## src/rtl/alu_ex_stage.sv

```systemverilog
// ALU execute stage: 2-entry output FIFO with registered branch resolution,
// writeback gating for branches/illegal opcodes, and retire/taken counters.
module alu_ex_stage #(
  parameter int DATA_W = 32,
  parameter int REG_W  = 4
) (
  input  logic              clk,
  input  logic              reset,
  input  logic              in_valid,
  output logic              in_ready,
  input  logic [4:0]        in_opcode,
  input  logic [DATA_W-1:0] in_alu_out,
  input  logic              in_compare,
  input  logic [DATA_W-1:0] in_pc,
  input  logic [DATA_W-1:0] in_imm,
  input  logic [REG_W-1:0]  in_rd,
  input  logic              in_wr_en,
  output logic              out_valid,
  input  logic              out_ready,
  output logic [DATA_W-1:0] out_result,
  output logic [REG_W-1:0]  out_rd,
  output logic              out_wr_en,
  output logic              branch_taken,
  output logic [DATA_W-1:0] branch_target,
  output logic [31:0]       retired_count,
  output logic [31:0]       taken_count,
  output logic              illegal
);

  typedef enum logic [1:0] {
    EMPTY = 2'd0,
    ONE   = 2'd1,
    FULL  = 2'd2
  } state_t;

  state_t            state_q;
  logic [DATA_W-1:0] head_result_q, tail_result_q;
  logic [REG_W-1:0]  head_rd_q, tail_rd_q;
  logic              head_wr_en_q, tail_wr_en_q;
  logic              branch_taken_q;
  logic [DATA_W-1:0] branch_target_q;
  logic [31:0]       retired_count_q, taken_count_q;
  logic              illegal_q;

  logic              accept_s, pop_s;
  logic              is_branch_s, is_illegal_s, entry_wr_en_s, take_s;
  logic [DATA_W-1:0] target_d;

  // Handshake, opcode classification and branch target arithmetic
  always_comb begin
    in_ready      = (state_q != FULL) && !branch_taken_q;
    out_valid     = (state_q != EMPTY);
    accept_s      = in_valid && in_ready;
    pop_s         = out_valid && out_ready;
    is_branch_s   = (in_opcode >= 5'd17) && (in_opcode <= 5'd22);
    is_illegal_s  = (in_opcode >= 5'd23);
    entry_wr_en_s = 1'b0;
    if (in_opcode <= 5'd16) begin
      entry_wr_en_s = in_wr_en;
    end else begin
      entry_wr_en_s = 1'b0;
    end
    take_s   = accept_s && is_branch_s && in_compare;
    // Immediate is a word offset, so shift left by two before adding.
    target_d = in_pc + DATA_W'(4) + {in_imm[DATA_W-3:0], 2'b00};
  end

  // FIFO control, branch resolution and status counters
  always_ff @(posedge clk or posedge reset) begin
    if (reset) begin
      state_q         <= EMPTY;
      head_result_q   <= '0;
      head_rd_q       <= '0;
      head_wr_en_q    <= 1'b0;
      tail_result_q   <= '0;
      tail_rd_q       <= '0;
      tail_wr_en_q    <= 1'b0;
      branch_taken_q  <= 1'b0;
      branch_target_q <= '0;
      retired_count_q <= 32'd0;
      taken_count_q   <= 32'd0;
      illegal_q       <= 1'b0;
    end else begin
      case (state_q)
        EMPTY: begin
          if (accept_s) begin
            head_result_q <= in_alu_out;
            head_rd_q     <= in_rd;
            head_wr_en_q  <= entry_wr_en_s;
            state_q       <= ONE;
          end
        end
        ONE: begin
          if (accept_s && pop_s) begin
            head_result_q <= in_alu_out;
            head_rd_q     <= in_rd;
            head_wr_en_q  <= entry_wr_en_s;
          end else if (accept_s) begin
            tail_result_q <= in_alu_out;
            tail_rd_q     <= in_rd;
            tail_wr_en_q  <= entry_wr_en_s;
            state_q       <= FULL;
          end else if (pop_s) begin
            state_q <= EMPTY;
          end
        end
        FULL: begin
          if (pop_s) begin
            head_result_q <= tail_result_q;
            head_rd_q     <= tail_rd_q;
            head_wr_en_q  <= tail_wr_en_q;
            state_q       <= ONE;
          end
        end
        default: state_q <= EMPTY;
      endcase

      branch_taken_q <= take_s;
      if (take_s) begin
        branch_target_q <= target_d;
        taken_count_q   <= taken_count_q + 32'd1;
      end
      if (pop_s) begin
        retired_count_q <= retired_count_q + 32'd1;
      end
      if (accept_s && is_illegal_s) begin
        illegal_q <= 1'b1;
      end
    end
  end

  assign out_result    = head_result_q;
  assign out_rd        = head_rd_q;
  assign out_wr_en     = head_wr_en_q;
  assign branch_taken  = branch_taken_q;
  assign branch_target = branch_target_q;
  assign retired_count = retired_count_q;
  assign taken_count   = taken_count_q;
  assign illegal       = illegal_q;

endmodule

```

## config.mk

```make
export PLATFORM = sky130hd
export DESIGN_NAME = alu_ex_stage
export DESIGN_NICKNAME = d
export VERILOG_FILES = /design/src/rtl/alu_ex_stage.sv
export SDC_FILE = /design/constraint.sdc
export NUM_CORES = 1
export LEC_CHECK = 0
export ABC_CLOCK_PERIOD_IN_PS = 6200
export BUFFER_PORTS_ARGS = -buffer_cell sky130_fd_sc_hd__buf_2
export CAP_MARGIN = 20
export CORE_UTILIZATION = 53
export CTS_CLUSTER_DIAMETER = 60
export DETAILED_ROUTE_END_ITERATION = 8
export GPL_TIMING_DRIVEN = 0
export PLACE_DENSITY = 0.81
export SETUP_SLACK_MARGIN = 0.1
export SYNTH_ARGS = -nofsm -noshare
export SYNTH_HDL_FRONTEND = slang
export SYNTH_SLANG_ARGS = --single-unit
```

## constraint.sdc

```tcl
create_clock -name clk -period 6.2 [get_ports clk]
set_input_delay 0.93 -clock clk [delete_from_list [all_inputs] [get_ports clk]]
set_output_delay 0.93 -clock clk [all_outputs]
set_load 0.01 [all_outputs]
```

==> impl_metrics.tcl, run 1 <==
set metrics [dict create \
    io_buffers 245 \
    whs_endpoint "out_result[25]" \
    status "completed" \
    synth.area.top_cells "dfrtp_1 48%, ha_1 8.1%, xnor2_1 6.2%" \
    yosysMostFrequentCell "dfrtp_1" \
    layout-drive-gt1-share_pct 29.0 \
    vias 7409 \
    worstPathArrival_ns 4.03 \
    ys_seq_area_share_pct 47.9 \
    finalNetCount 1302 \
    rsz0062_at_grt "false" \
    detail-route-antenna-nets 0 \
    htreeDepth 4 \
    via_per_inst 5.42 \
    pwr-share-comb_pct 27.2 \
    reg2regPathDepth 9 \
    synth_edf_count 0 \
    coreArea_um2 16600 \
    clkTransAtPathRegs_ns 0.07 \
    yosys_warnings 0 \
    p_seq_share_pct 43.4 \
    synth_ff_type "dfrtp_1" \
    switching_power_uw 1230 \
    fin_skew_ns 0.0151 \
    antenna_found_initial 2 \
    pwr_density_cell_nw_per_um2 333 \
    grt_max_degree 116 \
    path_cells "buf_2 -> ha_1 -> ha_1 -> fa_1 -> a21o_1 -> a221oi_2 -> o211ai_1 -> a311oi_1 -> o31ai_1 -> nor3_1 -> a311oi_1" \
    internal_power_uw 2510 \
    overflow 0 \
    whs_ns 0.474 \
    firstDrtPassIters 5 \
    critical_path_class "input port to flip-flop" \
    placed_cells 1332 \
    fmax_mhz 265 \
    seq_area_um2 4350 \
    synth_cell_types 58 \
    yosysTopAreaCellShare_pct 47.9 \
    ff2ff_setup_slack_ns 3.57 \
    fp-row-count 47 \
    dr.first_iter.drc_count 377 \
    cts_max_path_buffers 2 \
    drv_slew 0 \
    cts_resized 0 \
    leakagePower_uw 0.00564 \
    postCtsSetupBuffers 0 \
    hp-class "flip-flop to flip-flop" \
    drc 0 \
    fillers 1291 \
    async_reset_ff_share_pct 100 \
    cts_tree "built" \
    synth_nets 1037 \
    reg2reg_to "branch_target[27]" \
    numClockSinks 174 \
    die_area_um2 17700 \
    wl_per_cell_um 16.1 \
    numCtsBuffers 17 \
    initial_core_util_pct 54.6 \
    insertion_delay_ns 0.43 \
    ys_seq_elements 174 \
    synthCells 866 \
    period_minus_slack_ns 3.77 \
    routed_wl_um 22000 \
    synth_top_area_cell "dfrtp_1" \
    post-route-period-util_pct 60.8 \
    grt_pass1_wl_um 35900 \
    totalNegativeSetupSlack_ns 0 \
    final_core_util_pct 67.5 \
    cts_hold_repair.buffers 0 \
    io-pin-count 248 \
    layout.cells.non_filler 1366 \
    hpwlAfterDp_um 16500 \
    cp_slowest_stage_delay_ns 0.66 \
    multi_input_area_um2 4520 \
    critical_path_peak_fanout 4 \
    startpoint "in_pc[3]" \
    synthTopCellsByCount "174 x dfrtp_1, 131 x nand2_1, 71 x o21ai_0" \
    endpoint_kind "flip-flop" \
    avgSynthCellArea_um2 10.5 \
    setup_viol 0 \
    finalHoldViolations 0 \
    syn2layout_area_growth_pct 23.6 \
    ir_drop_mv 0.197 \
    worst_pin_slew_ns 0.777 \
    maxCapViolations 0 \
    regToRegStartpoint "branch_taken" \
    p_total_uw 3740 \
    root_buffer "clkbuf_16" \
    p_sw_share_pct 33.0 \
    place.gp.congestion 0.902 \
    clkPwrFrac_pct 29.4 \
    grt_pass1_vias 7201 \
    cp.required_ns 6.46 \
    synth.cell_area_um2 9090 \
    crit_slowest_cell "a311oi_1" \
    grt_use_total_pct 25.7 \
    slew_headroom_pct 48.2 \
    die_y_um 133 \
    start_kind "input port" \
    fp.dieW_um 133 \
    min-delay-start "out_result[25]" \
    min_path_cells 2 \
]
## worst max path at each step
stage | endpoint | slack, ns | depth (start not counted)
3_5_place_dp | branch_target[29] | 2.06 | 11
3_3_place_gp | retired_count[18] | -1.37 | 2
5_1_grt | branch_target[29] | 2.24 | 11
6_report | branch_target[29] | 2.43 | 11
4_1_cts | branch_target[29] | 2.49 | 11
2_1_floorplan | branch_taken | 0.55 | 1
## routing by layer
layer	global-route usage [%]	part of all wire (%)
met1	32.1	42
met2	43.4	50
met3	5.71	5.3
met4	9.83	2.6
met5	0	0
## sequential cells by signal (all words and copies together), names as in the netlist, 2 cells and up
name           flops
retired_count     32
state_q            2
branch_target     32
out_result        32
out_rd             4
taken_count       32
tail_rd_q          4
tail_result_q     32
## cell families (layout without fill, tap and decap cells)
logic type | Yosys count | after routing | share of synthesized area (%)
fa+ha+maj | 60 | 60 | 8.34
xor+xnor | 86 | 86 | 8.29
other cells | 0 | 2 | 0
buf+inv | 51 | 329 | 2.35
flops | 174 | 174 | 47.9
mux | 74 | 74 | 8.64
simple gates | 265 | 265 | 14.1
compound gates | 156 | 156 | 10.4
## layout by cell type (no fill, tap or decap), drive strengths merged, types with 3 or more instances in the layout
master / instances
mux2i: 38
buf: 254
and3: 15
o21bai: 5
clkinv: 6
nand3: 30
and4: 7
a21oi: 34
o21a: 6
nand2: 132
o21ai: 71
nor3: 9
o31ai: 3
nor4: 4
dfrtp: 174
nor2b: 6
and2: 6
clkbuf: 47
nand4: 18
mux2: 36
a21o: 10
ha: 59
xnor2: 64
inv: 20
nor2: 26
xor2: 22
o211ai: 6
or4: 4
## power by group through the flow
| stage | Clock, uW | Combinational, uW | Sequential (uW) |
|---|---|---|---|
| floorplan | 0 | 540 | 1700 |
| global placement | 0 | 986 | 1620 |
| detailed placement | 0 | 1020 | 1640 |
| CTS | 1120 | 1020 | 1620 |
| global route | 1170 | 1130 | 1660 |
| finish | 1100 | 1020 | 1620 |
## worst max-delay path, delay by kind of cell
kind / cells / cell delay, ns
compound gates: 6 / 1.84
simple gates: 1 / 0.23
buf+inv: 1 / 0.10
fa+ha+maj: 3 / 0.93
## final cells by class
class	instances	share of cell area [%]
Multi-Input combinational cell	641	40.2
Timing Repair Buffer	246	11.2
Clock inverter	14	1.58
Clock buffer	18	3.82
Tap cell	220	2.45
Buffer	37	1.42
Inverter	14	0.545
Antenna cell	2	0.0445
Sequential cell	174	38.7
## per-stage QoR
stage               worst slack [ns]  cell area (um2)
global placement               -1.37            10600
detailed placement              2.06            10600
CTS                             2.49            11200
floorplan                      0.553             9090
global route                    2.24            11200
finish                          2.43            11200
Power figures use the tool's default switching activity.
==> run 2, diff against run 1 <==
--- a/config.mk
+++ b/config.mk
@@ -5,14 +5,14 @@
 export SDC_FILE = /design/constraint.sdc
 export NUM_CORES = 1
 export LEC_CHECK = 0
-export ABC_CLOCK_PERIOD_IN_PS = 6200
+export ABC_CLOCK_PERIOD_IN_PS = 3300
 export BUFFER_PORTS_ARGS = -buffer_cell sky130_fd_sc_hd__buf_2
 export CAP_MARGIN = 20
-export CORE_UTILIZATION = 53
+export CORE_UTILIZATION = 48
 export CTS_CLUSTER_DIAMETER = 60
 export DETAILED_ROUTE_END_ITERATION = 8
 export GPL_TIMING_DRIVEN = 0
-export PLACE_DENSITY = 0.81
+export PLACE_DENSITY = 0.77
 export SETUP_SLACK_MARGIN = 0.1
 export SYNTH_ARGS = -nofsm -noshare
 export SYNTH_HDL_FRONTEND = slang
==> constraint.sdc (replaced) <==
create_clock -name clk -period 3.3 [get_ports clk]
set_input_delay 0.495 -clock clk [delete_from_list [all_inputs] [get_ports clk]]
set_output_delay 0.495 -clock clk [all_outputs]
set_load 0.01 [all_outputs]
==> run 2 against run 1 <==
Worst setup slack worse by 2.2 ns. Sequential share of layout area down 0.23 points. Critical endpoint is now branch_target[23]. Die area up 10%. Combinational power up 88%.
==> impl_metrics.tcl, run 2 (synthesized netlist as in run 1, its figures left out) <==
set metrics [dict create \
    grt_max_degree 44 \
    fin_skew_ns 0.0101 \
    final_common_cell "buf_2" \
    root_buffer "clkbuf_16" \
    crit_path_frequent_cell "ha_1" \
    critical_path_class "input port to flip-flop" \
    detail-route-antenna-nets 0 \
    cp.required_ns 3.58 \
    place.gp.congestion 0.854 \
    placed_area_um2 10700 \
    numCtsBuffers 17 \
    pwr_density_cell_nw_per_um2 622 \
    wl_per_cell_um 15.9 \
    drc 0 \
    ir_drop_mv 0.357 \
    finalNetCount 1305 \
    maxCapViolations 0 \
    critical_path_peak_fanout 5 \
    cp_slowest_stage_delay_ns 0.45 \
    grt_use_total_pct 23.1 \
    fillers 1500 \
    period_minus_slack_ns 3.08 \
    dr.first_iter.drc_count 316 \
    hpwlAfterDp_um 16900 \
    grt_pass1_vias 7244 \
    worstPathArrival_ns 3.36 \
    vias 7476 \
    leakagePower_uw 0.00566 \
    critical_path_buf_inv_count 1 \
    overflow 0 \
    layout-drive-gt1-share_pct 29.3 \
    met1_length_um 9430 \
    die_area_um2 19500 \
    fp.dieW_um 140 \
    path_cells "buf_2 -> ha_1 -> ha_1 -> fa_1 -> a21o_1 -> a221oi_2 -> o31a_1 -> o221ai_1 -> a21oi_1 -> xor2_1 -> o21ai_0" \
    via_per_inst 5.43 \
    grt_pass1_wl_um 35900 \
    top_layer_used "met5" \
    cts_max_path_buffers 2 \
    worst_slack_ns 0.219 \
    syn2layout_area_growth_pct 24.4 \
    initial_core_util_pct 49.8 \
    path_delay_family "compound AO/OA/AOI/OAI gates" \
    n_antenna_cell 0 \
    worst_pin_slew_ns 0.851 \
    totalNegativeSetupSlack_ns 0 \
    htreeDepth 4 \
    rsz0062_at_grt "false" \
    design_area_um2 11300 \
    cts_hold_repair.buffers 0 \
    io-pin-count 248 \
    hp-class "input port to asynchronous set/reset pin" \
    clkTransAtPathRegs_ns 0.07 \
    routed_wl_um 21900 \
    slew_headroom_pct 43.1 \
    endpoint_kind "flip-flop" \
    wl_met3_um 1390 \
    io_buffers 245 \
    dr_wl_met2_um 10800 \
    dp_slack_ns -0.459 \
    fmax_mhz 325 \
    drv_slew 0 \
    finalHoldViolations 0 \
    firstDrtPassIters 5 \
    crit_slowest_cell "a21oi_1" \
    fp-row-count 49 \
    insertion_delay_ns 0.42 \
    final_cell_mix "247 x buf_2, 174 x dfrtp_1, 131 x nand2_1, 71 x o21ai_0, 64 x xnor2_1" \
    setup_viol 0 \
    die_y_um 140 \
    coreArea_um2 18300 \
    post-route-period-util_pct 93.4 \
    cts_tree "built" \
    status "completed" \
    start_kind "input port" \
    antenna_found_initial 1 \
    numClockSinks 174 \
    p_total_uw 7030 \
]
-- run 2: changes by cell type in the layout (fill, tap and decap cells not counted) --
cell        delta
diode_2        -2
clkinv_4       +3
buf_16         -1
clkinvlp_4     +2
a311oi_1       -1
inv_6          -4
clkinv_2       -1
a311oi_2       +1
buf_12         +4
-- run 2: metrics by stage --
stage | hold WS, ns | util [%] | cells
floorplan | 0.450 | - | 866
global placement | 0.454 | 58.1 | 1340
detailed placement | 0.461 | 58.5 | 1344
CTS | 0.246 | 61.9 | 1376
global route | 0.257 | 61.9 | 1376
finish | 0.240 | 61.9 | 1376
-- run 2: final cells by class --
type                       instances  area [um2]  area share (%)
tap                              229         287            2.53
clock buffer                      18         429            3.80
sequential                       174        4350            38.5
multi-input combinational        641        4530            40.1
clock inverter                    14         183            1.62
buffer                            37         160            1.42
timing repair buffer             249        1310            11.6
inverter                          14        57.6           0.509
-- run 2: final timing paths --
kind / startpoint / end / slack (ns) / cells past startpoint
setup / recovery: in_pc[3] / branch_target[23] / 0.22 / 11
hold / removal: reset / branch_target[21] / 0.24 / 2
setup reg to reg: branch_taken / branch_target[27] / 0.59 / 9
hold reg to reg: taken_count[31] / taken_count[31] / 0.47 / 1
max in group asynchronous: reset / taken_count[12] / 2.13 / 4
min in group clk: in_pc[0] / branch_target[0] / 0.27 / 3
-- run 2: metal layers --
| metal | vias to the layer above | global-route usage (%) |
|---|---|---|
| met3 | 28 | 5.02 |
| li1 | 3596 | - |
| met1 | 3589 | 28.9 |
| met5 | - | 0 |
| met2 | 261 | 39.8 |
| met4 | 2 | 7.17 |
-- run 2: worst register-to-register path: stages, from the launching register on --
cell,delay [ns]
dfrtp_1,0.42
nor2b_1,0.30
nand3_2,0.15
or4_4,0.54
buf_6,0.16
clkinv_2,0.07
buf_6,0.15
clkbuf_1,0.52
o2111ai_1,0.21
nand3_1,0.13
-- run 2: repair_timing --
item | in CTS | in global routing
resized for setup | 1 | 0
setup buffers | 0 | 0
endpoints found under the setup margin | 2 | 2
hold endpoints to repair | 0 | 0
pin swaps | 0 | 1
-- run 2: power by group --
part | leakage, uW | switching [uW] | total (uW) | internal (uW)
logic | 0.00315 | 1060 | 1920 | 866
registers | 0.00222 | 349 | 3050 | 2700
clock network | 0.000296 | 909 | 2060 | 1150
total | 0.00566 | 2320 | 7030 | 4720
==> run 3, diff against run 2 <==
--- a/config.mk
+++ b/config.mk
@@ -6,13 +6,13 @@
 export NUM_CORES = 1
 export LEC_CHECK = 0
 export ABC_CLOCK_PERIOD_IN_PS = 3300
-export BUFFER_PORTS_ARGS = -buffer_cell sky130_fd_sc_hd__buf_2
 export CAP_MARGIN = 20
-export CORE_UTILIZATION = 48
+export CORE_UTILIZATION = 55
 export CTS_CLUSTER_DIAMETER = 60
 export DETAILED_ROUTE_END_ITERATION = 8
+export DONT_BUFFER_PORTS = 1
 export GPL_TIMING_DRIVEN = 0
-export PLACE_DENSITY = 0.77
+export PLACE_DENSITY = 0.73
 export SETUP_SLACK_MARGIN = 0.1
 export SYNTH_ARGS = -nofsm -noshare
 export SYNTH_HDL_FRONTEND = slang
==> run 3 against run 2 <==
Sequential power grew 9.2%. Clock-buffer cell count decreased by 1. Critical path depth decreased by 1. Utilization rose by 1.4 points. Register-to-register slack gained 0.04 ns. Cell count shrank 19%. Via count is 13% lower. First-iteration DRC count rose by 3.5%. Flip-flop and latch count unchanged. Clock skew hardly changed. Clock power rose by 8%. Design area is 10% lower. Largest cell class unchanged.
==> impl_metrics.tcl, run 3 (synthesized netlist as in run 1, its figures left out) <==
set metrics [dict create \
    initial_core_util_pct 56.8 \
    routed_wl_um 20700 \
    fmax_mhz 325 \
    pwr_density_cell_nw_per_um2 672 \
    cts_tree "built" \
    final_core_util_pct 63.3 \
    grt_use_met2_pct 40.5 \
    reg2reg_to "branch_target[27]" \
    setup_viol 0 \
    root_buffer "clkbuf_16" \
    detail-route-antenna-nets 0 \
    use_met1_pct 29.4 \
    place.gp.congestion 0.872 \
    clkTransAtPathRegs_ns 0.07 \
    ir_drop_mv 0.387 \
    die_area_um2 17000 \
    coreArea_um2 16000 \
    cts_hold_repair.buffers 0 \
    grt_use_total_pct 24.3 \
    io_buffers 0 \
    numClockSinks 174 \
    hp-class "input port to asynchronous set/reset pin" \
    worst_pin_slew_ns 0.834 \
    layout-drive-gt1-share_pct 10.3 \
    crit_slowest_cell "a21oi_1" \
    fp.dieW_um 131 \
    reg2regPathDepth 9 \
    finalNetCount 1061 \
    grt_pass1_vias 6417 \
    fin_skew_ns 0.00984 \
    busiest_layer "met2" \
    overflow 0 \
    die_y_um 131 \
    grt_use_met3_pct 8.06 \
    postCtsSetupBuffers 0 \
    ff2ff_setup_slack_ns 0.63 \
    cp.required_ns 3.59 \
    drv_slew 0 \
    final_common_cell "dfrtp_1" \
    finalHoldViolations 0 \
    grt_max_degree 35 \
    period_minus_slack_ns 3.08 \
    fp-row-count 46 \
    fillers 1324 \
    wl_per_cell_um 18.5 \
    path_cells "ha_1 -> ha_1 -> fa_1 -> a21o_1 -> a221oi_2 -> o31a_1 -> o221ai_1 -> a21oi_1 -> xor2_1 -> o21ai_0" \
    via_per_inst 5.84 \
    endpoint_kind "flip-flop" \
    crit_path_frequent_cell "ha_1" \
    antenna_found_initial 0 \
    vias 6534 \
    drc 0 \
    critical_path_peak_fanout 5 \
    n_antenna_cell 0 \
    cts_max_path_buffers 2 \
    insertion_delay_ns 0.42 \
    htreeDepth 4 \
    slew_headroom_pct 44.4 \
    status "completed" \
    final_cell_mix "174 x dfrtp_1, 131 x nand2_1, 71 x o21ai_0, 64 x xnor2_1, 59 x ha_1" \
    numCtsBuffers 17 \
    regToRegStartpoint "branch_taken" \
    leakagePower_uw 0.00461 \
    firstDrtPassIters 4 \
    cp_slowest_stage_delay_ns 0.46 \
    maxCapViolations 0 \
    dr.first_iter.drc_count 327 \
    critical_path_class "input port to flip-flop" \
    whs_ns 0.00614 \
    post-route-period-util_pct 93.2 \
    rsz0062_at_grt "false" \
    grt_pass1_wl_um 32000 \
    hpwlAfterDp_um 15400 \
    start_kind "input port" \
    syn2layout_area_growth_pct 11.4 \
    worstPathArrival_ns 3.36 \
    io-pin-count 248 \
]
## run 3: cell count changes in the layout (fill, tap and decap cells not counted), sizes merged
| cell | change |
|---|---|
| bufinv | +2 |
| clkbuf | -1 |
| inv | +4 |
| buf | -244 |
| clkinv | -4 |
| clkinvlp | -1 |
## run 3: worst max path at each step
stage	from	endpoint	slack, ns	depth (start not counted)
detailed placement	in_pc[3]	branch_target[29]	-0.37	10
CTS	in_pc[3]	branch_target[23]	0.28	10
floorplan	in_pc[3]	branch_target[29]	0.17	10
global route	in_pc[3]	branch_target[29]	0.15	10
global placement	reset	taken_count[22]	-0.40	1
finish	in_pc[3]	branch_target[23]	0.22	10
## run 3: what timing repair did
item                       4_1_cts  5_1_grt
gates resized for setup          1        0
setup endpoints to repair        1        0
hold endpoints to repair         0        0
## run 3: metrics by stage
stage | area (um2) | setup TNS, ns | total power, uW | instances | setup slack (ns)
final | 10100 | 0 | 6810 | 1119 | 0.224
after global routing | 10100 | 0 | 7170 | 1119 | 0.147
after CTS | 10100 | 0 | 6860 | 1119 | 0.278
after detailed placement | 9470 | -1.16 | 4620 | 1087 | -0.374
after global placement | 9370 | -67.24 | 4540 | 1082 | -0.395
after floorplan | 9090 | 0 | 4200 | 866 | 0.166
## run 3: final cells by class
cell class                      instances  area (um2)  area share (%)
Inverter                               14        57.6           0.568
Clock buffer                           17         425            4.20
Clock inverter                         15         225            2.22
Multi-Input combinational cell        641        4530            44.7
Buffer                                 37         160            1.58
Sequential cell                       174        4350            43.0
Timing Repair Buffer                    5         108            1.06
Tap cell                              216         270            2.67
## run 3: power by group
group	internal (uW)	switching, uW
Sequential	2700	632
Clock	1300	919
Combinational	589	670
## run 3: critical path: cells and delay by family
kind                       cells  cell delay [ns]
AOI/OAI and AO/OA              6             1.66
xor gates and xnor gates       1             0.26
adders and majority gates      3             0.94
## run 3: layer usage
layer / part of all wire [%] / routed length, um
met5: 0 / 0
met4: 2.1 / 427
met3: 8.4 / 1750
met2: 48 / 10000
met1: 41 / 8520
